## src/rtl/mem_arbiter.sv

```systemverilog
// Two-port round-robin arbiter (core = port 0, SPI loader = port 1) in front of one memory port.
// Optional watchdog with DRAIN state for late responses: define MEM_ARB_TIMEOUT_EN.
module mem_arbiter #(
  parameter int ADDR_W = 32,
  parameter int DATA_W = 32
`ifdef MEM_ARB_TIMEOUT_EN
  , parameter int TIMEOUT_CYCLES = 255
`endif
) (
  input  logic                       clk,
  input  logic                       rst,
  input  logic                       prog_mode_i,
  input  logic [1:0]                 req_i,
  input  logic [1:0][ADDR_W-1:0]     addr_i,
  input  logic [1:0]                 we_i,
  input  logic [1:0][DATA_W/8-1:0]   be_i,
  input  logic [1:0][DATA_W-1:0]     wdata_i,
  output logic [1:0]                 rvalid_o,
  output logic                       err_o,
  output logic [DATA_W-1:0]          rdata_o,
  output logic                       mem_req_o,
  input  logic                       mem_gnt_i,
  output logic [ADDR_W-1:0]          mem_addr_o,
  output logic                       mem_we_o,
  output logic [DATA_W/8-1:0]        mem_be_o,
  output logic [DATA_W-1:0]          mem_wdata_o,
  input  logic                       mem_rvalid_i,
  input  logic                       mem_err_i,
  input  logic [DATA_W-1:0]          mem_rdata_i,
  output logic                       busy_o,
  output logic                       owner_o,
  output logic [2:0]                 dbg_state_o
);

  // Handshakes: a requester holds req_i and its fields stable until its one-cycle rvalid_o pulse;
  // downstream, a request transfers on mem_req_o && mem_gnt_i, and the response is the first
  // mem_rvalid_i seen in WAIT (mem_gnt_i outside ISSUE and mem_rvalid_i outside WAIT are ignored).
`ifdef MEM_ARB_TIMEOUT_EN
  typedef enum logic [2:0] {
    S_IDLE = 3'd0, S_ISSUE = 3'd1, S_WAIT = 3'd2, S_RESP = 3'd3, S_DRAIN = 3'd4
  } state_t;
  localparam int CNT_W = $clog2(TIMEOUT_CYCLES + 1);
  logic [CNT_W-1:0] r_cnt;
  logic             r_drain;
  logic             w_timeout;
  assign w_timeout = (r_cnt == CNT_W'(TIMEOUT_CYCLES - 1));
`else
  typedef enum logic [2:0] {
    S_IDLE = 3'd0, S_ISSUE = 3'd1, S_WAIT = 3'd2, S_RESP = 3'd3
  } state_t;
`endif

  state_t r_state;
  logic   r_last;
  logic   w_e0, w_e1, w_any, w_win;

  assign w_e0  = req_i[0] & ~prog_mode_i;
  assign w_e1  = req_i[1];
  assign w_any = w_e0 | w_e1;
  // On a tie the port that was not served last wins; otherwise the only eligible port wins.
  assign w_win = (w_e0 & w_e1) ? ~r_last : w_e1;

  assign busy_o      = (r_state != S_IDLE);
  assign dbg_state_o = r_state;

  always_ff @(posedge clk) begin
    if (rst) begin
      r_state     <= S_IDLE;
      r_last      <= 1'b1;
      rvalid_o    <= '0;
      err_o       <= 1'b0;
      rdata_o     <= '0;
      mem_req_o   <= 1'b0;
      mem_addr_o  <= '0;
      mem_we_o    <= 1'b0;
      mem_be_o    <= '0;
      mem_wdata_o <= '0;
      owner_o     <= 1'b0;
`ifdef MEM_ARB_TIMEOUT_EN
      r_cnt       <= '0;
      r_drain     <= 1'b0;
`endif
    end else begin
      rvalid_o <= '0;
      case (r_state)
        S_IDLE: begin
          if (w_any) begin
            r_state     <= S_ISSUE;
            owner_o     <= w_win;
            mem_req_o   <= 1'b1;
            mem_addr_o  <= addr_i[w_win];
            mem_we_o    <= we_i[w_win];
            mem_be_o    <= be_i[w_win];
            mem_wdata_o <= wdata_i[w_win];
`ifdef MEM_ARB_TIMEOUT_EN
            r_cnt       <= '0;
            r_drain     <= 1'b0;
`endif
          end
        end
        S_ISSUE: begin
          if (mem_gnt_i) begin
            mem_req_o <= 1'b0;
            r_state   <= S_WAIT;
          end
`ifdef MEM_ARB_TIMEOUT_EN
          r_cnt <= r_cnt + CNT_W'(1);
          if (w_timeout) begin
            mem_req_o <= 1'b0;
            r_state   <= S_RESP;
            err_o     <= 1'b1;
            rdata_o   <= '0;
            r_drain   <= mem_gnt_i;
          end
`endif
        end
        S_WAIT: begin
`ifdef MEM_ARB_TIMEOUT_EN
          r_cnt <= r_cnt + CNT_W'(1);
          if (w_timeout && !mem_rvalid_i) begin
            r_state <= S_RESP;
            err_o   <= 1'b1;
            rdata_o <= '0;
            r_drain <= 1'b1;
          end
`endif
          if (mem_rvalid_i) begin
            r_state <= S_RESP;
            err_o   <= mem_err_i;
            rdata_o <= mem_rdata_i;
          end
        end
        S_RESP: begin
          rvalid_o[owner_o] <= 1'b1;
          r_last            <= owner_o;
          r_state           <= S_IDLE;
`ifdef MEM_ARB_TIMEOUT_EN
          // A late response landing in this very cycle already settles the abandoned transfer.
          if (r_drain && !mem_rvalid_i) r_state <= S_DRAIN;
`endif
        end
`ifdef MEM_ARB_TIMEOUT_EN
        S_DRAIN: begin
          if (mem_rvalid_i) r_state <= S_IDLE;
        end
`endif
        default: r_state <= S_IDLE;
      endcase
    end
  end

endmodule

```

## config.mk

```make
export PLATFORM = sky130hd
export DESIGN_NAME = mem_arbiter
export DESIGN_NICKNAME = d
export VERILOG_FILES = /design/src/rtl/mem_arbiter.sv
export SDC_FILE = /design/constraint.sdc
export NUM_CORES = 1
export LEC_CHECK = 0
export CORE_MARGIN = 3
export CORE_UTILIZATION = 37
export DETAILED_ROUTE_END_ITERATION = 12
export GPL_TIMING_DRIVEN = 0
export PLACE_DENSITY = 0.81
export SYNTH_ARGS = -nofsm -noshare
export SYNTH_HDL_FRONTEND = slang
export SYNTH_SLANG_ARGS = --single-unit
```

## constraint.sdc

```tcl
create_clock -name clk -period 2.08 [get_ports clk]
set_clock_uncertainty 0.15 [all_clocks]
set_input_delay 0.416 -clock clk [delete_from_list [all_inputs] [get_ports clk]]
set_output_delay 0.416 -clock clk [all_outputs]
set_load 0.005 [all_outputs]
```

==> reports/results.ini, run 1 <==
[power_and_ir_drop]
power.net_switching_w=0.00276
seq_power_share_pct=36.4
sw_frac_of_total_pct=33.5
p_int_w=0.00547
ir_drop_mv=0.525
p_comb_share_pct=43.7
p_leak_nw=2.96
p_total_w=0.00824
pwr-share-clk_pct=19.9
powerDensity_nw_per_um2=1050

[clock_tree]
clk_latency_ps=340
htreeDepth=3
clk_pin_slew_ps=70
clock_path_buffers=2
root_buffer=clkbuf_16
cts_buffers=9
clock-sinks=109
cts_tree=yes

[cells_and_area]
multi_input_area_um2=2050
drive_gt1_share_pct=6.31
antenna_cells=0
regArea_um2=2180
final_common_cell=clkdlybuf4s50_1
nets=1048
mostFrequentLayoutCells=clkdlybuf4s50_1 (284), nand2_1 (203), dfxtp_1 (107), nor2_1 (71), a311oi_1 (67)
area_growth_pct=73.8
fin_area_um2=7830
fillers=985

[detailed_routing]
drt_first_pass_iters=5
drt_iter0_drc=297
vias=5212
ant_nets=0
wl_per_cell_um=16.6
route.detailed.drc=0
totalWireLength_mm=16.8
vias_per_cell=5.14

[flow_run]
drv_cap=0

[timing]
drv_slew=0
setup_ws_ps=65.8
grt_setup_unrepaired=no
fin_crit_sh_pct=96.8
finalSetupViolations=0
setup_tns_ps=0
slew_headroom_pct=60.9
finalCriticalPeriod_ps=2010
hold_viol=0
worst_pin_slew_ps=587
clock.fmax_mhz=496

[synth]
synth_top_family_by_area=simple AND/OR/NAND/NOR gates
syn-instance-count=570
synthesis.nets=752
synth_area_um2=4510
synth_fa_ha_area_share_pct=1.11
post_synth_xor_area_fraction_pct=0
synth.area.mux_share_pct=0.222
synth-edff-count=0
ys_warn_count=0
synthFlopType=dfxtp_1
yosysSeqAreaShare_pct=48.4
synth_compound_gate_area_share_pct=18.6
ys_ff_latch=109
async_reset_ff_share_pct=0
syn_avg_cell_area_um2=7.91
synth_simple_gate_area_share_pct=25.3
synth_cell_type_count=30

[worst_setup_path]
worst_path_dominant_cell_family=buffers and inverters
crit_chain=inv_1 > ha_2 > inv_1 > dlygate4sd2_1
path_max_fanout=6
path_class=reg2out
cp-end-kind=output port
cp_num_buf_inv=3
arrival_ps=1450
slowest_stage=dfxtp_2
cpPeakStageDelay_ps=380
start_kind=flip-flop
critical_path_required_ps=1510
cpMostUsedCell=inv_1

[grt]
grt_pass1_wl_mm=25.1
grt.total_usage_pct=23.5
antenna_found_initial=0
grt_start_max_net_pins=20
grt_remaining_overflow=0
grt_pass1_vias=5204

[floorplanning]
pin_count=288
chipWidth_um=116
initial_core_util_pct=38.6
die_h_um=116
placement_rows=39
core_um2=11700
die_area_um2=13500

[run_status]
status=finished clean

[placement]
dp_hpwl_mm=13.1
portBuffers=285
place_congestion=0.869
place_ws_ps=-278
place_area_um2=7540

[worst_hold_path]
hp-class=reg2reg

-- state kept, by name, indices dropped and copies added (netlist names) --
name / count
dbg_state_o: 2
rvalid_o: 2
mem_be_o: 4
mem_req_o: 1
mem_wdata_o: 32
owner_o: 1
err_o: 1
mem_addr_o: 32
mem_we_o: 1
r_last: 1
rdata_o: 32
-- tightest hold or removal path: stages (launching register included) --
cell,delay (ps)
dfxtp_1,310
nand2_1,50
a21oi_1,50
-- per-stage QoR --
| step | cells | hold slack, ps | utilization (%) |
|---|---|---|---|
| detailed placement | 998 | 298 | 64.6 |
| finish | 1014 | 306 | 67.2 |
| CTS | 1014 | 306 | 67.1 |
| global placement | 998 | 292 | 64.6 |
| global route | 1014 | 328 | 67.2 |
| floorplan | 570 | 303 | - |
-- synthesized netlist by cell type, types with 3 or more instances --
cell        n  area, µm²
clkbuf_1   18       67.6
buf_1       4       15.0
buf_2      17       85.1
buf_4       7       52.6
buf_6       4       45.0
nor3_1      3       15.0
a21oi_1    35        175
ha_1        4       50.1
dfxtp_1   109       2180
inv_1       4       15.0
nand2_1   204        766
a311oi_1   67        587
nor2_1     71        267
nand2b_1    5       31.3
-- power by group through the flow --
stage | Sequential, W | Combinational, W | Clock, W
after floorplan | 0.00306 | 0.00154 | 0
after global placement | 0.00301 | 0.00351 | 0
after detailed placement | 0.00304 | 0.00361 | 0
after CTS | 0.00300 | 0.00363 | 0.00168
after global routing | 0.00307 | 0.00394 | 0.00175
final | 0.00300 | 0.00360 | 0.00164
-- layout make-up --
cell class,instances,area share [%]
Timing Repair Buffer,285,36.4
Sequential cell,109,27.9
Multi-Input combinational cell,407,26.2
Buffer,50,3.43
Clock buffer,9,2.88
Tap cell,143,2.28
Clock inverter,7,0.751
Inverter,4,0.192
-- kinds of logic after synthesis --
kind of cell    after synthesis
simple gates                292
compound gates              109
flops                       109
buf+inv                      54
fa+ha+maj                     4
mux                           1
other cells                   1
-- metal layers --
layer,global-route usage (%),vias up,part of all wire [%]
met3,7.10,40,9.6
met1,26.2,2392,37
li1,-,2530,-
met5,0,-,0
met4,11.5,0,3.7
met2,40.8,250,49
-- repair_timing --
item,in CTS,in global routing
hold buffers,0,0
setup buffers,0,0
endpoints found under the setup margin,1,14
gates resized for setup,4,7
-- worst paths after layout --
check	slack [ps]	to	depth (start not counted)	start
setup / recovery	70	busy_o	4	dbg_state_o[0]$_SDFFE_PP0P_
hold / removal	310	rdata_o[0]$_SDFFE_PP0P_	2	rdata_o[0]$_SDFFE_PP0P_
hold reg to reg	310	rdata_o[0]$_SDFFE_PP0P_	2	rdata_o[0]$_SDFFE_PP0P_
setup reg to reg	200	rdata_o[1]$_SDFFE_PP0P_	7	dbg_state_o[0]$_SDFFE_PP0P_
No activity file was read; power rests on OpenSTA's default activity.
==> run 2: changes to the inputs <==
--- a/config.mk
+++ b/config.mk
@@ -5,11 +5,12 @@
 export SDC_FILE = /design/constraint.sdc
 export NUM_CORES = 1
 export LEC_CHECK = 0
+export ABC_AREA = 1
 export CORE_MARGIN = 3
-export CORE_UTILIZATION = 37
+export CORE_UTILIZATION = 39
 export DETAILED_ROUTE_END_ITERATION = 12
 export GPL_TIMING_DRIVEN = 0
-export PLACE_DENSITY = 0.81
+export PLACE_DENSITY = 0.82
 export SYNTH_ARGS = -nofsm -noshare
 export SYNTH_HDL_FRONTEND = slang
 export SYNTH_SLANG_ARGS = --single-unit
==> run 2 against run 1 <==
Net effect:
- critical path depth rose by 2
- setup slack improved by 41 ps
- hold slack improved by 6.6 ps
- global-route usage rose by 1.0 points
- largest power group unchanged
==> reports/results.ini, run 2 <==
[cells_and_area]
nets=1267
layout.cells.non_filler=1258
fillers=1117
top_regs=mem_addr_o x32, mem_wdata_o x32, rdata_o x32
mostFrequentLayoutCells=clkdlybuf4s50_1 (283), nor2_1 (211), nand2_1 (147), nand3_1 (142), dfxtp_1 (107)
finish.utilization_pct=68.1
fin_area_um2=8410
area_growth_pct=66.3
drive_gt1_share_pct=4.77
antenna_cells=0
final_common_cell=clkdlybuf4s50_1

[worst_setup_path]
slowest_stage=clkdlybuf4s50_1
endpoint=owner_o$_SDFFE_PP0P_
reg2reg_from=dbg_state_o[0]$_SDFFE_PP0P_
path_class=in2reg
rrSetupSlack_ps=130
reg2reg_depth=9
cp-startpoint=req_i[0]
cp-end-kind=flip-flop
arrival_ps=2070
cpPeakStageDelay_ps=500
crit_chain=clkdlybuf4s50_1 > nand3_2 > nand2_4 > clkbuf_1 > nor2_1 > o21a_1
start_kind=input pin
path_max_fanout=10
r2r-end=mem_addr_o[31]$_SDFFE_PP0P_
critical_path_required_ps=2180

[grt]
grt_start_max_net_pins=19
antenna_found_initial=0
grt.total_usage_pct=24.5
grt_pass1_wl_mm=28.0
grt_remaining_overflow=0
grt_pass1_vias=5391

[timing]
drv_slew=0
finalCriticalPeriod_ps=1970
fin_crit_sh_pct=94.9
finalSetupViolations=0
hold_viol=0
grt_setup_unrepaired=no
slew_headroom_pct=60.6
worst_pin_slew_ps=590
clock.fmax_mhz=507

[synth]
synth.most_common_cell=nor2_1
ys_warn_count=0
synth_area_um2=5060
synth_cell_type_count=19
netlist_top_cells_count=nor2_1 (211), nand2_1 (148), nand3_1 (143)
synth_top_cell_by_area=dfxtp_1
yosysSeqAreaShare_pct=43.1
async_reset_ff_share_pct=0
synth-edff-count=0
synth.area.top_cells=dfxtp_1 (43%), nor2_1 (16%), nand3_1 (14%), nand2_1 (11%), inv_1 (5.7%)
ys_ff_latch=109
syn_avg_cell_area_um2=6.40
synthesis.nets=972
syn-instance-count=790
synth_top_cell_area_share_pct=43.1
synthFlopType=dfxtp_1

[placement]
placed_cells=1242
dp_hpwl_mm=13.9
place_area_um2=8110
portBuffers=284
place_congestion=0.873

[floorplanning]
die_area_um2=14400
placement_rows=40
initial_core_util_pct=40.9
pin_count=288
core_um2=12400
chipWidth_um=120
die_h_um=120

[detailed_routing]
vias=5898
totalWireLength_mm=18.1
vias_per_cell=4.69
drt_first_pass_iters=5
route.detailed.drc=0
wl_per_cell_um=14.4
drt_iter0_drc=349
ant_nets=0

[power_and_ir_drop]
powerDensity_nw_per_um2=1010
p_leak_nw=3.88
p_total_w=0.00853
ir_drop_mv=0.492

[clock_tree]
htreeDepth=3
cts_hold_buffers=0
cts_buffers=9
cts_resized=7
postCtsSetupBuffers=0
cts_tree=yes
clk_pin_slew_ps=70
clock-sinks=109
root_buffer=clkbuf_16
clk_latency_ps=350
clock_path_buffers=2

[flow_run]
drv_cap=0

[worst_hold_path]
hp-class=reg2reg

[run_status]
status=finished clean

[run 2: changes by cell type in the layout (fill, tap and decap cells not counted), moves of 3 or more]
cell      delta
clkbuf_2     -3
o21ai_0     +33
nor2_1     +140
inv_1       +72
nand2_1     -56
nand2b_1     -5
buf_1        +5
buf_2        +3
nand3_1    +141
clkbuf_1     +4
a311oi_1    -67
buf_6        -4
a21oi_1     -33
[run 2: kinds of logic (layout without fill, tap and decap cells)]
family | after synthesis | in the layout | share of synthesized area [%]
compound gates | 37 | 37 | 3.78
flops | 109 | 109 | 43.1
other cells | 1 | 1 | 0.0741
fa+ha+maj | 4 | 4 | 0.989
buf+inv | 134 | 434 | 10.9
simple gates | 505 | 505 | 41.1
[run 2: how the worst min path moves through the flow]
stage,from,endpoint,slack [ps],cells past startpoint
6_report,mem_req_o$_SDFFE_PP0P_,mem_req_o$_SDFFE_PP0P_,310,2
5_1_grt,mem_req_o$_SDFFE_PP0P_,mem_req_o$_SDFFE_PP0P_,350,2
4_1_cts,mem_req_o$_SDFFE_PP0P_,mem_req_o$_SDFFE_PP0P_,320,2
3_5_place_dp,mem_req_o$_SDFFE_PP0P_,mem_req_o$_SDFFE_PP0P_,310,2
3_3_place_gp,mem_req_o$_SDFFE_PP0P_,mem_req_o$_SDFFE_PP0P_,300,2
2_1_floorplan,r_last$_SDFFE_PP1N_,r_last$_SDFFE_PP1N_,300,2
[run 2: per-layer routing]
metal	wire length (µm)	GRT usage (%)	share of wire (%)	vias up
met3	1300	5.37	7.2	29
met2	9050	43.5	50	210
met1	7330	28.9	40	2636
met5	0	0	0	-
li1	-	-	-	3023
met4	437	8.95	2.4	0
[run 2: area by class of cell]
cell class	instances	area [µm²]	area share (%)
repair buffers	284	2840	33.8
multi-input cells	547	2350	27.9
flip-flops and latches	109	2180	26.0
inverters	79	297	3.52
plain buffers	55	258	3.06
clock buffers	9	225	2.68
well taps	168	210	2.50
clock inverters	7	51.3	0.610
[run 2: stage by stage]
stage               setup slack [ps]  hold WS, ps  setup TNS (ps)
CTS                             22.4          316               0
global placement                -574          299          -28920
finish                           106          312               0
detailed placement              -646          307          -33200
global route                    1.94          347               0
floorplan                        468          299               0
[run 2: critical path: cells and delay by family]
kind | cells | cell delay [ps]
AO/OA/AOI/OAI | 1 | 200
buffers and inverters | 2 | 870
AND/OR/NAND/NOR | 3 | 590
[run 2: where the power goes]
group | total (W) | switching, W | leakage [nW] | internal (W)
registers | 0.00295 | 0.000282 | 0.899 | 0.00267
clock network | 0.00163 | 0.000812 | 0.132 | 0.000817
logic | 0.00395 | 0.00193 | 2.85 | 0.00202
total | 0.00853 | 0.00303 | 3.88 | 0.00551
